File: config.mk
export PLATFORM = sky130hd
export DESIGN_NAME = vector_cfg_loader
export DESIGN_NICKNAME = d
export VERILOG_FILES = /design/src/rtl/vector_ram_pkg.sv /design/src/rtl/vector_pack.sv /design/src/rtl/vector_cfg_loader.sv
export SDC_FILE = /design/constraint.sdc
export NUM_CORES = 1
export LEC_CHECK = 0
export ABC_AREA = 1
export ABC_CLOCK_PERIOD_IN_PS = 7600
export CAP_MARGIN = 40
export CORE_MARGIN = 2
export CORE_UTILIZATION = 43
export CTS_BUF_LIST = sky130_fd_sc_hd__clkbuf_8
export DETAILED_ROUTE_END_ITERATION = 8
export GPL_TIMING_DRIVEN = 0
export MAX_ROUTING_LAYER = met4
export PLACE_DENSITY = 0.78
export SLEW_MARGIN = 30
export SYNTH_ARGS = -nofsm -noshare
export SYNTH_HDL_FRONTEND = slang
export SYNTH_HIERARCHICAL = 1
export SYNTH_SLANG_ARGS = --single-unit
File: constraint.sdc
create_clock -name clk -period 7.6 [get_ports clk]
set_clock_uncertainty 0.05 [all_clocks]
set_input_delay 1.9 -clock clk [delete_from_list [all_inputs] [get_ports clk]]
set_output_delay 1.9 -clock clk [all_outputs]
set_load 0.05 [all_outputs]
File: src/rtl/vector_ram_pkg.sv
// Shared types for the vector RAM configuration path: loader FSM states and
// default geometry used as parameter defaults by the loader and packer.
package vector_ram_pkg;

  typedef enum logic [1:0] {
    ST_IDLE  = 2'd0,
    ST_LOAD  = 2'd1,
    ST_DRAIN = 2'd2,
    ST_DONE  = 2'd3
  } cfg_ld_state_t;

  localparam int VEC_LENGTH_DEF      = 32;
  localparam int VEC_DATA_WIDTH_DEF  = 32;
  localparam int VEC_PARALLELISM_DEF = 4;

endpackage

File: src/rtl/vector_pack.sv
// Scalar-to-vector packer: collects PARALLELISM words into a lane register and
// presents the completed vector, including a same-cycle bypass of the last lane.
module vector_pack
  import vector_ram_pkg::*;
#(
  parameter int DATA_WIDTH  = VEC_DATA_WIDTH_DEF,
  parameter int PARALLELISM = VEC_PARALLELISM_DEF
) (
  input  logic                              clk,
  input  logic                              rst,
  input  logic                              clr,
  input  logic                              push,
  input  logic [DATA_WIDTH-1:0]             push_data,
  input  logic                              pop,
  output logic                              full,
  output logic                              vec_valid,
  output logic [PARALLELISM*DATA_WIDTH-1:0] vec_data
);

  localparam int LW = (PARALLELISM > 1) ? $clog2(PARALLELISM) : 1;
  typedef logic [PARALLELISM-1:0][DATA_WIDTH-1:0] data_vec_t;

  data_vec_t     data_q, data_d, merged;
  logic [LW-1:0] lane_q, lane_d;
  logic          full_q, full_d;
  logic          last_lane;

  always_comb begin
    last_lane = (lane_q == LW'(PARALLELISM - 1));
    merged    = data_q;
    if (push) merged[lane_q] = push_data;
    data_d = merged;
    lane_d = lane_q;
    full_d = full_q;
    if (push) lane_d = last_lane ? '0 : lane_q + 1'b1;
    // A pop in the cycle the last lane arrives consumes the bypassed vector,
    // so the full flag only latches when the vector could not leave.
    if (pop)                    full_d = 1'b0;
    else if (push && last_lane) full_d = 1'b1;
    if (clr) begin
      lane_d = '0;
      full_d = 1'b0;
    end
  end

  always_ff @(posedge clk or posedge rst) begin
    if (rst) begin
      data_q <= '0;
      lane_q <= '0;
      full_q <= 1'b0;
    end else begin
      data_q <= data_d;
      lane_q <= lane_d;
      full_q <= full_d;
    end
  end

  assign full      = full_q;
  assign vec_valid = full_q || (push && last_lane);
  assign vec_data  = merged;

endmodule

File: src/rtl/vector_cfg_loader.sv
// Loads a vector bank through the cfg port: packs scalar words into beats,
// generates lane addresses, holds cfg_en during a load and owns the ping select.
module vector_cfg_loader
  import vector_ram_pkg::*;
#(
  parameter int LENGTH      = VEC_LENGTH_DEF,
  parameter int DATA_WIDTH  = VEC_DATA_WIDTH_DEF,
  parameter int PARALLELISM = VEC_PARALLELISM_DEF,
  localparam int ADDR_WIDTH = $clog2(LENGTH)
) (
  input  logic                              clk,
  input  logic                              rst,
  input  logic                              start,
  input  logic                              abort,
  input  logic                              swap,
  input  logic                              in_valid,
  output logic                              in_ready,
  input  logic [DATA_WIDTH-1:0]             in_data,
  output logic                              cfg_valid,
  input  logic                              cfg_ready,
  output logic                              cfg_write,
  output logic [PARALLELISM*ADDR_WIDTH-1:0] cfg_addr,
  output logic [PARALLELISM*DATA_WIDTH-1:0] cfg_wdata,
  output logic                              cfg_en,
  output logic                              ping,
  output logic                              busy,
  output logic                              done
);

  localparam int BEATS = LENGTH / PARALLELISM;
  localparam int BW    = $clog2(BEATS + 1);
  typedef logic [PARALLELISM-1:0][ADDR_WIDTH-1:0] addr_vec_t;
  typedef logic [PARALLELISM-1:0][DATA_WIDTH-1:0] data_vec_t;

  cfg_ld_state_t         state_q, state_d;
  logic                  ping_q, ping_d;
  logic                  out_valid_q, out_valid_d;
  logic [BW-1:0]         beat_q, beat_d;
  logic [ADDR_WIDTH-1:0] base_q, base_d;
  logic [ADDR_WIDTH-1:0] word_q, word_d;
  addr_vec_t             addr_q, addr_d;
  data_vec_t             wdata_q, wdata_d;

  logic active, accept, handshake, transfer, pack_clr, pack_full, vec_valid;
  logic [PARALLELISM*DATA_WIDTH-1:0] vec_data;

  // Both ports use valid/ready: a transfer happens on a cycle where valid and
  // ready are both high; once raised, valid and its payload hold until then.
  assign active    = (state_q == ST_LOAD) || (state_q == ST_DRAIN);
  assign in_ready  = (state_q == ST_LOAD) && !pack_full;
  assign accept    = in_valid && in_ready;
  assign handshake = out_valid_q && cfg_ready;
  assign transfer  = active && !abort && vec_valid && (!out_valid_q || cfg_ready);

  vector_pack #(
    .DATA_WIDTH (DATA_WIDTH),
    .PARALLELISM(PARALLELISM)
  ) u_pack (
    .clk      (clk),
    .rst      (rst),
    .clr      (pack_clr),
    .push     (accept),
    .push_data(in_data),
    .pop      (transfer),
    .full     (pack_full),
    .vec_valid(vec_valid),
    .vec_data (vec_data)
  );

  always_comb begin
    state_d     = state_q;
    ping_d      = ping_q;
    out_valid_d = out_valid_q;
    beat_d      = beat_q;
    base_d      = base_q;
    word_d      = word_q;
    addr_d      = addr_q;
    wdata_d     = wdata_q;
    pack_clr    = 1'b0;
    case (state_q)
      ST_IDLE: begin
        if (start) begin
          state_d  = ST_LOAD;
          beat_d   = '0;
          base_d   = '0;
          word_d   = '0;
          pack_clr = 1'b1;
        end else if (swap) begin
          ping_d = !ping_q;
        end
      end
      ST_LOAD, ST_DRAIN: begin
        if (abort) begin
          state_d     = ST_IDLE;
          out_valid_d = 1'b0;
          beat_d      = '0;
          base_d      = '0;
          word_d      = '0;
          pack_clr    = 1'b1;
        end else begin
          if (handshake) begin
            out_valid_d = 1'b0;
            beat_d      = beat_q + 1'b1;
            if (beat_q == BW'(BEATS - 1)) state_d = ST_DONE;
          end
          if (transfer) begin
            out_valid_d = 1'b1;
            wdata_d     = vec_data;
            for (int i = 0; i < PARALLELISM; i++) addr_d[i] = base_q + ADDR_WIDTH'(i);
            base_d = base_q + ADDR_WIDTH'(PARALLELISM);
          end
          if (accept) begin
            word_d = word_q + 1'b1;
            if (word_q == ADDR_WIDTH'(LENGTH - 1)) state_d = ST_DRAIN;
          end
        end
      end
      ST_DONE: state_d = ST_IDLE;
      default: state_d = ST_IDLE;
    endcase
  end

  always_ff @(posedge clk or posedge rst) begin
    if (rst) begin
      state_q     <= ST_IDLE;
      ping_q      <= 1'b0;
      out_valid_q <= 1'b0;
      beat_q      <= '0;
      base_q      <= '0;
      word_q      <= '0;
      addr_q      <= '0;
      wdata_q     <= '0;
    end else begin
      state_q     <= state_d;
      ping_q      <= ping_d;
      out_valid_q <= out_valid_d;
      beat_q      <= beat_d;
      base_q      <= base_d;
      word_q      <= word_d;
      addr_q      <= addr_d;
      wdata_q     <= wdata_d;
    end
  end

  assign cfg_valid = out_valid_q;
  assign cfg_write = out_valid_q;
  assign cfg_addr  = addr_q;
  assign cfg_wdata = wdata_q;
  assign cfg_en    = active;
  assign ping      = ping_q;
  assign busy      = (state_q != ST_IDLE);
  assign done      = (state_q == ST_DONE);

endmodule

======== After elaboration in Yosys (flattened, before gate mapping) ========
Index checks and enable logic that the tools add are counted.
cells by class
  add/subtract/negate cells ............... 7
  $lt $le $gt $ge ......................... 2
  eq/ne operators ......................... 10
  muxes and demuxes ....................... 34
  bitwise operators ....................... 2
  reduce and logical (&&, ||, !) cells .... 28
operators by type and width
  operator                                       number
  bitwise mux 128 bit                            1
  two-way mux 128 bit                            1
  demux 32 bit (select 2 bit)                    1
  two-way mux 32 bit                             1
  two-way mux 5 bit                              5
  one-hot mux 5 bit (2 select lines)             2
  two-way mux 2 bit                              9
  AND reduction 3 bit                            5
  two-way mux 4 bit                              3
  adder 5 x 1 -> 5 bit, second input constant    2
  adder 5 x 2 -> 5 bit, second input constant    2
  logical AND 1 bit                              8
  two-way mux 1 bit                              8
  one-hot mux 4 bit (2 select lines)             1
  == test 2 bit, second input constant           3
  != test 3 bit, second input constant           2
  one-hot mux 2 bit (3 select lines)             1
  nonzero test 2 bit                             3
  nonzero test 3 bit                             2
  adder 5 x 3 -> 5 bit, second input constant    1
  == test 5 bit, second input constant           1
  adder 4 x 1 -> 4 bit, second input constant    1
  == test 4 x 3 -> 1 bit, second input constant  1
  logical NOT 1 bit                              4
  12 further kinds                               15
storage, ports and cells
  flip-flop bits (word level) ............. 297
  input bits .............................. 39
  logic and storage cells ................. 103

======== Logic depth before layout (Yosys ltp) ========
Gate-level depths: netlist (run 1).
  depth after elaboration ................. 10
  mapped depth ............................ 14

======== Modules after synthesis ========
Netlist (run 1), hierarchy kept.
modules (own cells, without submodules)
  module             times used  cells an instance  area an instance (µm²)  sequential area each (µm²)
  vector_cfg_loader  1           705                6113.4                  3728.6
  vector_pack        1           471                5122.4                  3278.1

======== Least setup slack after synthesis (run 1) ========
Ideal clock, no wire load.
  path kind ............................... input to register
  start point ............................. input in_valid
  end point ............................... register addr_q, in the netlist cfg_addr[3]
  library setup time ...................... 120 ps
  arrival time ............................ 3116 ps
  required time ........................... 7430 ps
  path slack .............................. 4314 ps
  stages .................................. 12
  cell sequence ........................... nand3_1 -> inv_1 -> buf_6 -> nand2_8 -> nand2_1 -> nand2_1 -> nor2_4 -> inv_2 -> buf_6 -> buf_6 -> nand2_1 -> nand2_1
on the way
  word-level cells in the longest chain between the ends .. 6
RTL lines
  what                                  line                      source
  start, declared                       vector_cfg_loader.sv:16   input logic in_valid,
  logical AND 1 bit                     vector_cfg_loader.sv:51   assign accept = in_valid && in_ready;
  net accept                            vector_cfg_loader.sv:44   logic active, accept, handshake, transfer, pack_clr, pack_full, vec_valid;
  logical AND 1 bit                     vector_pack.sv:59         assign vec_valid = full_q || (push && last_lane);
  logical OR 1 bit                      vector_pack.sv:59
  net vec_valid                         vector_cfg_loader.sv:44
  logical AND 1 bit (2 in series)       vector_cfg_loader.sv:53   assign transfer = active && !abort && vec_valid && (!out_valid_q || cfg_ready);
  AND reduction 3 bit (no source line)  --
  end signal, assigned                  vector_cfg_loader.sv:140  addr_q <= addr_d;
  end, declared                         vector_cfg_loader.sv:41   addr_vec_t addr_q, addr_d;
The timed path passes the listed nets, and every way through them passes these cells.
A chain may end at the register's enable or synchronous reset.

======== Worst setup path in the final report (run 1) ========
  start point ............................. register state_q[0]
  end point ............................... output cfg_en
on the way
  word-level cells in the longest chain between the ends .. 2
RTL lines
  what                                                            line                      source
  start, declared                                                 vector_cfg_loader.sv:35   cfg_ld_state_t state_q, state_d;
  start signal, assigned                                          vector_cfg_loader.sv:134  state_q <= state_d;
  == test 2 x 1 -> 1 bit / == test 2 bit (equally long branches)  vector_cfg_loader.sv:49   assign active = (state_q == ST_LOAD) || (state_q == ST_DRAIN);
  logical OR 1 bit *                                              vector_cfg_loader.sv:49
  end, declared                                                   vector_cfg_loader.sv:24   output logic cfg_en,
Every way passes the cells marked *; elsewhere a longest branch is shown, timed or not.

==> flow_summary_export.csv, run 1 <==
group,metric,value,unit
synthesis,synth.top_cells.by_count,"569 x nand2_1, 280 x dfrtp_1, 98 x o21ai_1, 57 x inv_1, 32 x buf_6",
final_layout,final_nets,1469,
final_layout,layout-area-overhead-vs-synth,29.14,%
sta,final_period_minus_worst_setup_slack,4.304,ns
worst_setup_path,worst_r2r_endpoint,"cfg_wdata[15]$_DFFE_PP0P_",
synthesis,netlist_instances,1176,
status,outcome,"finished clean",
hold_path,min_from,"cfg_wdata[94]$_DFFE_PP0P_",
synthesis,synth_compound_gate_area_share,7.316,%
hold_path,number_of_stages_on_the_worst_hold_path,2,
synthesis,share_of_cell_area_taken_by_muxes_after_synthesis,0.08909,%
drt,ant_nets,0,
worst_setup_path,timing.critical_path.cells,"inv_1 > ha_1 > clkdlybuf4s50_1",
synthesis,synth_seq_cells,280,
pwr,power_per_cell_area,373.4,nW/µm²
hold_path,holdCritPathClass,"reg -> reg",
die,design.die.area,27440,µm²
pwr,sw_frac_of_total,39.78,%
drt,drc_errors,0,
worst_setup_path,worst_path_largest_cell_delay,0.88,ns
synthesis,async_reset_ff_share,100.0,%
synthesis,mappedNetlistArea,11240,µm²
drt,wl,29.26,mm
synthesis,post-synth-top-area-cell,"dfrtp_1",
sta,finalMaxSlewViolations,0,
sta,timing.final.crit_share,56.63,%
sta,timing.final.hold_violations,0,
worst_setup_path,timing.reg2reg.setup_slack,4.92,ns
final_layout,area.sequential,7007,µm²
synthesis,synth.yosys.warnings,6,
sta,worstMarginPinSlew,0.7300,ns
drt,routedWlPerCell,16.37,µm
drt,firstDrtPassIters,5,
pwr,power_frac_comb,37.7,%
sta,setup_viol,0,
worst_setup_path,worstRegToRegCells,13,
synthesis,ys_seq_area_share,62.36,%
worst_setup_path,path_max_fanout,8,
synthesis,synth-xor-area-share,0.1559,%
clock_network,root_buffer_cell,"clkbuf_8",
worst_setup_path,r2r-start,"state_q[1]$_DFFE_PP0P_",
synthesis,synth-edff-count,0,
pwr,power.leakage,7.546,nW
drt,vias,8630,
sta,fmax,232.4,MHz
worst_setup_path,worst-endpoint-arrival,2.35,ns
clock_network,clock_tree_from_tritoncts,"built",
global_routing,antenna_found_initial,0,
final_layout,fillCellCount,2273,
synthesis,yosysTopAreaCellShare,62.36,%
die,initial_core_util,43.49,%
clock_network,cts.sink_count,280,
worst_setup_path,setup.worst_path.start_class,"register",
hold_path,hold_path_end,"cfg_wdata[94]$_DFFE_PP0P_",
global_routing,grt_max_degree,86,
global_routing,globalRoute.totalOverflow,0,
clock_network,cts_hold_buffers,0,
worst_setup_path,critical_path.endpoint_type,"output pin",
worst_setup_path,crit_slowest_cell,"clkdlybuf4s50_1",
drt,routed_via_density,4.829,
clock_network,postCtsSetupRepairBufs,0,
drt,detail_route.iter0.violations,533,
worst_setup_path,critical_path.top_delay_family,"buffers and inverters",
pwr,pwr-share-seq,39.2,%
clock_network,resized_gates_after_cts,0,
clock_network,insertion_delay,0.55,ns
job,max_cap_violations,0,
clock_network,cts_buffer_depth,3,
pwr,finalPower,5.418,mW
global_routing,grt_usage,22.43,%
die,row_count,59,
pwr,vdd_drop_max,270.9,µV
synthesis,post_synth.cell_area_avg,9.554,µm²
synthesis,simple_gate_area_share_of_the_yosys_netlist,21.39,%
synthesis,synth_fa_ha_area_share,1.336,%
synthesis,synth.lib_cells_used.distinct,26,
die,coreArea,25840,µm²
pwr,clkPwrFrac,23.0,%
synthesis,synth.most_common_cell,"nand2_1",
clock_network,h-tree-depth,2,
placed_design,gpl.final_weighted_congestion,0.8068,
synthesis,dominantRegCellSynth,"dfrtp_1",
die,io_pins,194,
global_routing,grt_pass1_wl,47.80,mm
die,die_y,165.6,µm
global_routing,grt_pass1_vias,8925,
placed_design,dp.final_hpwl,20.26,mm
final_layout,num_antenna_cells,0,
placed_design,portBuffers,189,
sta,unrepaired_setup_endpoints_after_global_routing,"false",
clock_network,clk_pin_slew,0.06,ns
worst_setup_path,worst-endpoint-required,5.65,ns
pwr,p_sw,2.155,mW
sta,setup-tns-final,0,ns
final_layout,layout-drive-gt1-share,11.85,%
synthesis,synth_top_family_by_area,"simple AND/OR/NAND/NOR gates",
worst_setup_path,critPathKind,"reg -> out",
die,die_w,165.6,µm
final_layout,combined_area_of_the_multi_input_logic_cells,3418,µm²
sta,timing.max_slew.rel_slack,51.34,%
worst_setup_path,worstPathBufferInverterCount,2,
pwr,power_report.internal_total,3.263,mW
clock_network,cts_buffers,46,
synthesis,ys_top_cells_by_area,"dfrtp_1 62%, nand2_1 19%, o21ai_1 4.4%, buf_6 3.2%, o21ai_2 2.3%",
worst max path at each step:
stage / cells past startpoint / slack [ns] / end / from
floorplan: 1 / 1.64 / base_q[2]$_DFFE_PP0P_ / rst
global placement: 2 / -0.61 / cfg_wdata[52]$_DFFE_PP0P_ / rst
detailed placement: 12 / 3.18 / cfg_wdata[22]$_DFFE_PP0P_ / in_valid
CTS: 3 / 3.26 / cfg_en / state_q[0]$_DFFE_PP0P_
global route: 3 / 3.19 / cfg_en / state_q[0]$_DFFE_PP0P_
finish: 3 / 3.30 / cfg_en / state_q[0]$_DFFE_PP0P_
power by group through the flow:
stage	clock, mW	combinational, mW	sequential (mW)
floorplan	0	0.837	2.69
global placement	0	2.00	2.13
detailed placement	0	2.05	2.15
CTS	1.28	2.06	2.13
global route	1.35	2.20	2.17
finish	1.25	2.04	2.13
state kept, by name, summed over array words and instances, names as in the netlist, 2 cells and up:
| name | cells |
|---|---|
| cfg_wdata | 128 |
| state_q | 2 |
| base_q | 3 |
| u_pack/lane_q | 2 |
| u_pack/data_q | 128 |
| beat_q | 4 |
| word_q | 5 |
| cfg_addr | 5 |
through the flow:
| stage | setup WS (ns) | util [%] | instance area [µm²] | hold WS [ns] | std cells |
|---|---|---|---|---|---|
| 2_1_floorplan | 1.642 | - | 11250 | 0.3934 | 1179 |
| 3_3_place_gp | -0.6130 | 52.47 | 13560 | 0.4023 | 1703 |
| 3_5_place_dp | 3.176 | 52.75 | 13630 | 0.4073 | 1705 |
| 4_1_cts | 3.257 | 56.16 | 14510 | 0.4208 | 1787 |
| 5_1_grt | 3.189 | 56.16 | 14510 | 0.4413 | 1787 |
| 6_report | 3.296 | 56.16 | 14510 | 0.4161 | 1787 |
layer usage:
| layer | track usage [%] | routed length, µm |
|---|---|---|
| met1 | 28.83 | 12710 |
| met3 | 4.827 | 1873 |
| met2 | 36.42 | 14110 |
| met5 | - | 0 |
| met4 | 5.784 | 558 |
layout by cell type, fill, tap and decap left out, types with 3 or more instances in the layout:
cell,instances
clkbuf_8,56
o21ai_2,29
nand3_1,11
a21oi_1,4
o21ai_0,10
o21ai_1,98
clkbuf_1,7
clkdlybuf4s50_1,189
inv_2,3
buf_2,6
inv_1,73
buf_4,24
nand4_1,3
dfrtp_1,280
buf_6,32
or2_2,4
nand2_1,569
nand2_8,4
ha_1,12
nor2_1,14
clkinv_2,7
conb_1,4
area by class of cell:
| cell class | instances | area share (%) |
|---|---|---|
| Tap cell | 335 | 2.889 |
| Clock buffer | 56 | 5.312 |
| Clock inverter | 26 | 0.7674 |
| Buffer | 69 | 4.113 |
| Multi-Input combinational cell | 770 | 23.56 |
| Inverter | 60 | 1.656 |
| Timing Repair Buffer | 191 | 13.42 |
| Sequential cell | 280 | 48.29 |
kinds of logic (layout without fill, tap and decap cells):
kind of cell               count (synthesis)  count (layout)
AOI/OAI and AO/OA                        142             142
xor gates and xnor gates                   2               2
adders and majority gates                 12              12
buffers and inverters                    129             402
DFF                                      280             280
muxes                                      1               1
other                                      1               4
and+or+nand+nor                          609             609
worst reg2reg max path, delay by kind of cell, from the launching register on:
family                     cells  cell delay (ns)
buffers and inverters          5             0.97
and+or+nand+nor                7             0.96
DFF                            1             0.39
adders and majority gates      1             0.19
No activity file was read; power rests on OpenSTA's default activity.
==> inputs of run 2 (changes only) <==
Settings changed: ABC_CLOCK_PERIOD_IN_PS 7600 to 3900, PLACE_DENSITY 0.78 to 0.81.
Clock period 7.6 ns to 3.9 ns, I/O delays scaled along.
==> run 2 against run 1 <==
Effect of this change: first-iteration DRC count up 23%; via count grew 0.60%; non-clock buffer count rose by 8; combinational power rose by 97%; largest power group unchanged.
==> flow_summary_export.csv, run 2 (synthesis results as in run 1) <==
group,metric,value,unit
status,outcome,"finished clean",
worst_setup_path,crit_slowest_cell,"clkdlybuf4s50_1",
sta,final_period_minus_worst_setup_slack,3.387,ns
sta,timing.max_slew.rel_slack,50.83,%
clock_network,clk_pin_slew,0.06,ns
drt,drc_errors,0,
sta,setup_viol,0,
sta,postLayoutSetupSlackWorst,0.5127,ns
worst_setup_path,setup.worst_path.start_class,"register",
worst_setup_path,critPathKind,"reg -> out",
worst_setup_path,critical_path.endpoint_type,"output pin",
drt,firstDrtPassIters,5,
global_routing,grt_pass1_wl,46.98,mm
pwr,power_per_cell_area,740.5,nW/µm²
sta,unrepaired_setup_endpoints_after_global_routing,"false",
placed_design,dp_worst_setup_slack,0.3624,ns
clock_network,postCtsSetupRepairBufs,0,
final_layout,final_cell_mix,"569 x nand2_1, 280 x dfrtp_1, 189 x clkdlybuf4s50_1",
placed_design,gpl.final_weighted_congestion,0.8061,
clock_network,cts.sink_count,280,
die,io_pins,194,
clock_network,insertion_delay,0.56,ns
job,max_cap_violations,0,
die,die_y,165.6,µm
final_layout,combined_area_of_the_multi_input_logic_cells,3418,µm²
global_routing,antenna_found_initial,0,
drt,ant_nets,0,
placed_design,place.detailed.instances,1713,
final_layout,area.sequential,7007,µm²
hold_path,holdCritPathClass,"reg -> reg",
worst_setup_path,worst-endpoint-required,2.87,ns
pwr,finalPower,10.97,mW
drt,vias,8682,
worst_setup_path,timing.critical_path.cells,"inv_1 > ha_1 > clkdlybuf4s50_1",
pwr,power.leakage,7.654,nW
sta,setup-tns-final,0,ns
worst_setup_path,worst-endpoint-arrival,2.36,ns
die,initial_core_util,43.49,%
final_layout,fillCellCount,2218,
clock_network,cts_buffers,45,
clock_network,cts_hold_buffers,0,
drt,wl,29.28,mm
placed_design,portBuffers,189,
global_routing,grt_usage,22.02,%
placed_design,dp.final_hpwl,21.00,mm
worst_setup_path,worst_path_largest_cell_delay,0.88,ns
drt,detail_route.iter0.violations,657,
final_layout,finish.cell_count_without_fillers,1793,
pwr,vdd_drop_max,612.4,µV
sta,finalMaxSlewViolations,0,
global_routing,grt_pass1_vias,8969,
worst_setup_path,path_max_fanout,8,
sta,fmax,295.2,MHz
clock_network,root_buffer_cell,"clkbuf_8",
clock_network,clock_tree_from_tritoncts,"built",
worst_setup_path,worstPathBufferInverterCount,2,
worst_setup_path,critical_path.top_delay_family,"buffers and inverters",
die,row_count,59,
final_layout,layout-drive-gt1-share,12.62,%
sta,worstMarginPinSlew,0.7375,ns
drt,routedWlPerCell,16.33,µm
final_layout,num_antenna_cells,0,
clock_network,cts_buffer_depth,3,
sta,timing.final.crit_share,86.85,%
final_layout,final_nets,1476,
clock_network,resized_gates_after_cts,0,
global_routing,globalRoute.totalOverflow,0,
final_layout,commonest_non_fill_non_tap_cell_in_the_layout,"nand2_1",
final_layout,layout-area-overhead-vs-synth,31.79,%
clock_network,h-tree-depth,2,
die,die_w,165.6,µm
drt,routed_via_density,4.842,
die,coreArea,25840,µm²
die,design.die.area,27440,µm²
final_layout,final_core_utilization,57.31,%
global_routing,grt_max_degree,31,
sta,timing.final.hold_violations,0,
[run 2: cell count changes in the layout (fill, tap and decap cells not counted), sizes merged]
cell / delta
inv: -8
bufinv: +6
clkbuf: -2
clkinvlp: +2
buf: +8
[run 2: path summary, 6_finish.rpt]
check,start,to,cells after the start,slack [ns]
min in group asynchronous,rst,cfg_wdata[34]$_DFFE_PP0P_,2,0.85
hold / removal,u_pack/data_q[2]$_DFF_PP0_,u_pack/data_q[2]$_DFF_PP0_,2,0.42
setup reg to reg,state_q[0]$_DFFE_PP0P_,cfg_wdata[16]$_DFFE_PP0P_,12,1.18
setup / recovery,state_q[0]$_DFFE_PP0P_,cfg_en,3,0.51
max in group asynchronous,rst,cfg_wdata[109]$_DFFE_PP0P_,4,2.17
hold reg to reg,u_pack/data_q[2]$_DFF_PP0_,u_pack/data_q[2]$_DFF_PP0_,2,0.42
[run 2: where the power goes]
part | internal, mW | total [mW] | switching [mW]
Combinational | 1.32 | 4.02 | 2.70
Clock | 1.66 | 2.81 | 1.15
Sequential | 3.76 | 4.14 | 0.380
[run 2: layer usage]
metal  GRT usage [%]  wire (µm)  vias up
li1                -          -     4146
met1           27.60      12520     4215
met2           36.50      14430      268
met3           4.875       1759       53
met4           5.633        569        0
met5               -          0        -
[run 2: stage by stage]
stage          area [µm²]  hold slack [ns]
5_1_grt             14810           0.4387
4_1_cts             14810           0.4216
3_3_place_gp        13570           0.4033
6_report            14810           0.4200
3_5_place_dp        13800           0.4064
2_1_floorplan       11250           0.3934
[run 2: tightest hold or removal path, cell delays in order, from the launching register on]
cell,delay (ns)
dfrtp_1,0.32
nand2_1,0.06
o21ai_2,0.06
[run 2: cell type report]
type / instances / share of cell area, %
repair buffers: 199 / 14.33
inverters: 60 / 1.572
flip-flops and latches: 280 / 47.32
well taps: 335 / 2.831
clock buffers: 54 / 5.019
multi-input cells: 770 / 23.08
plain buffers: 69 / 4.030
clock inverters: 26 / 1.817
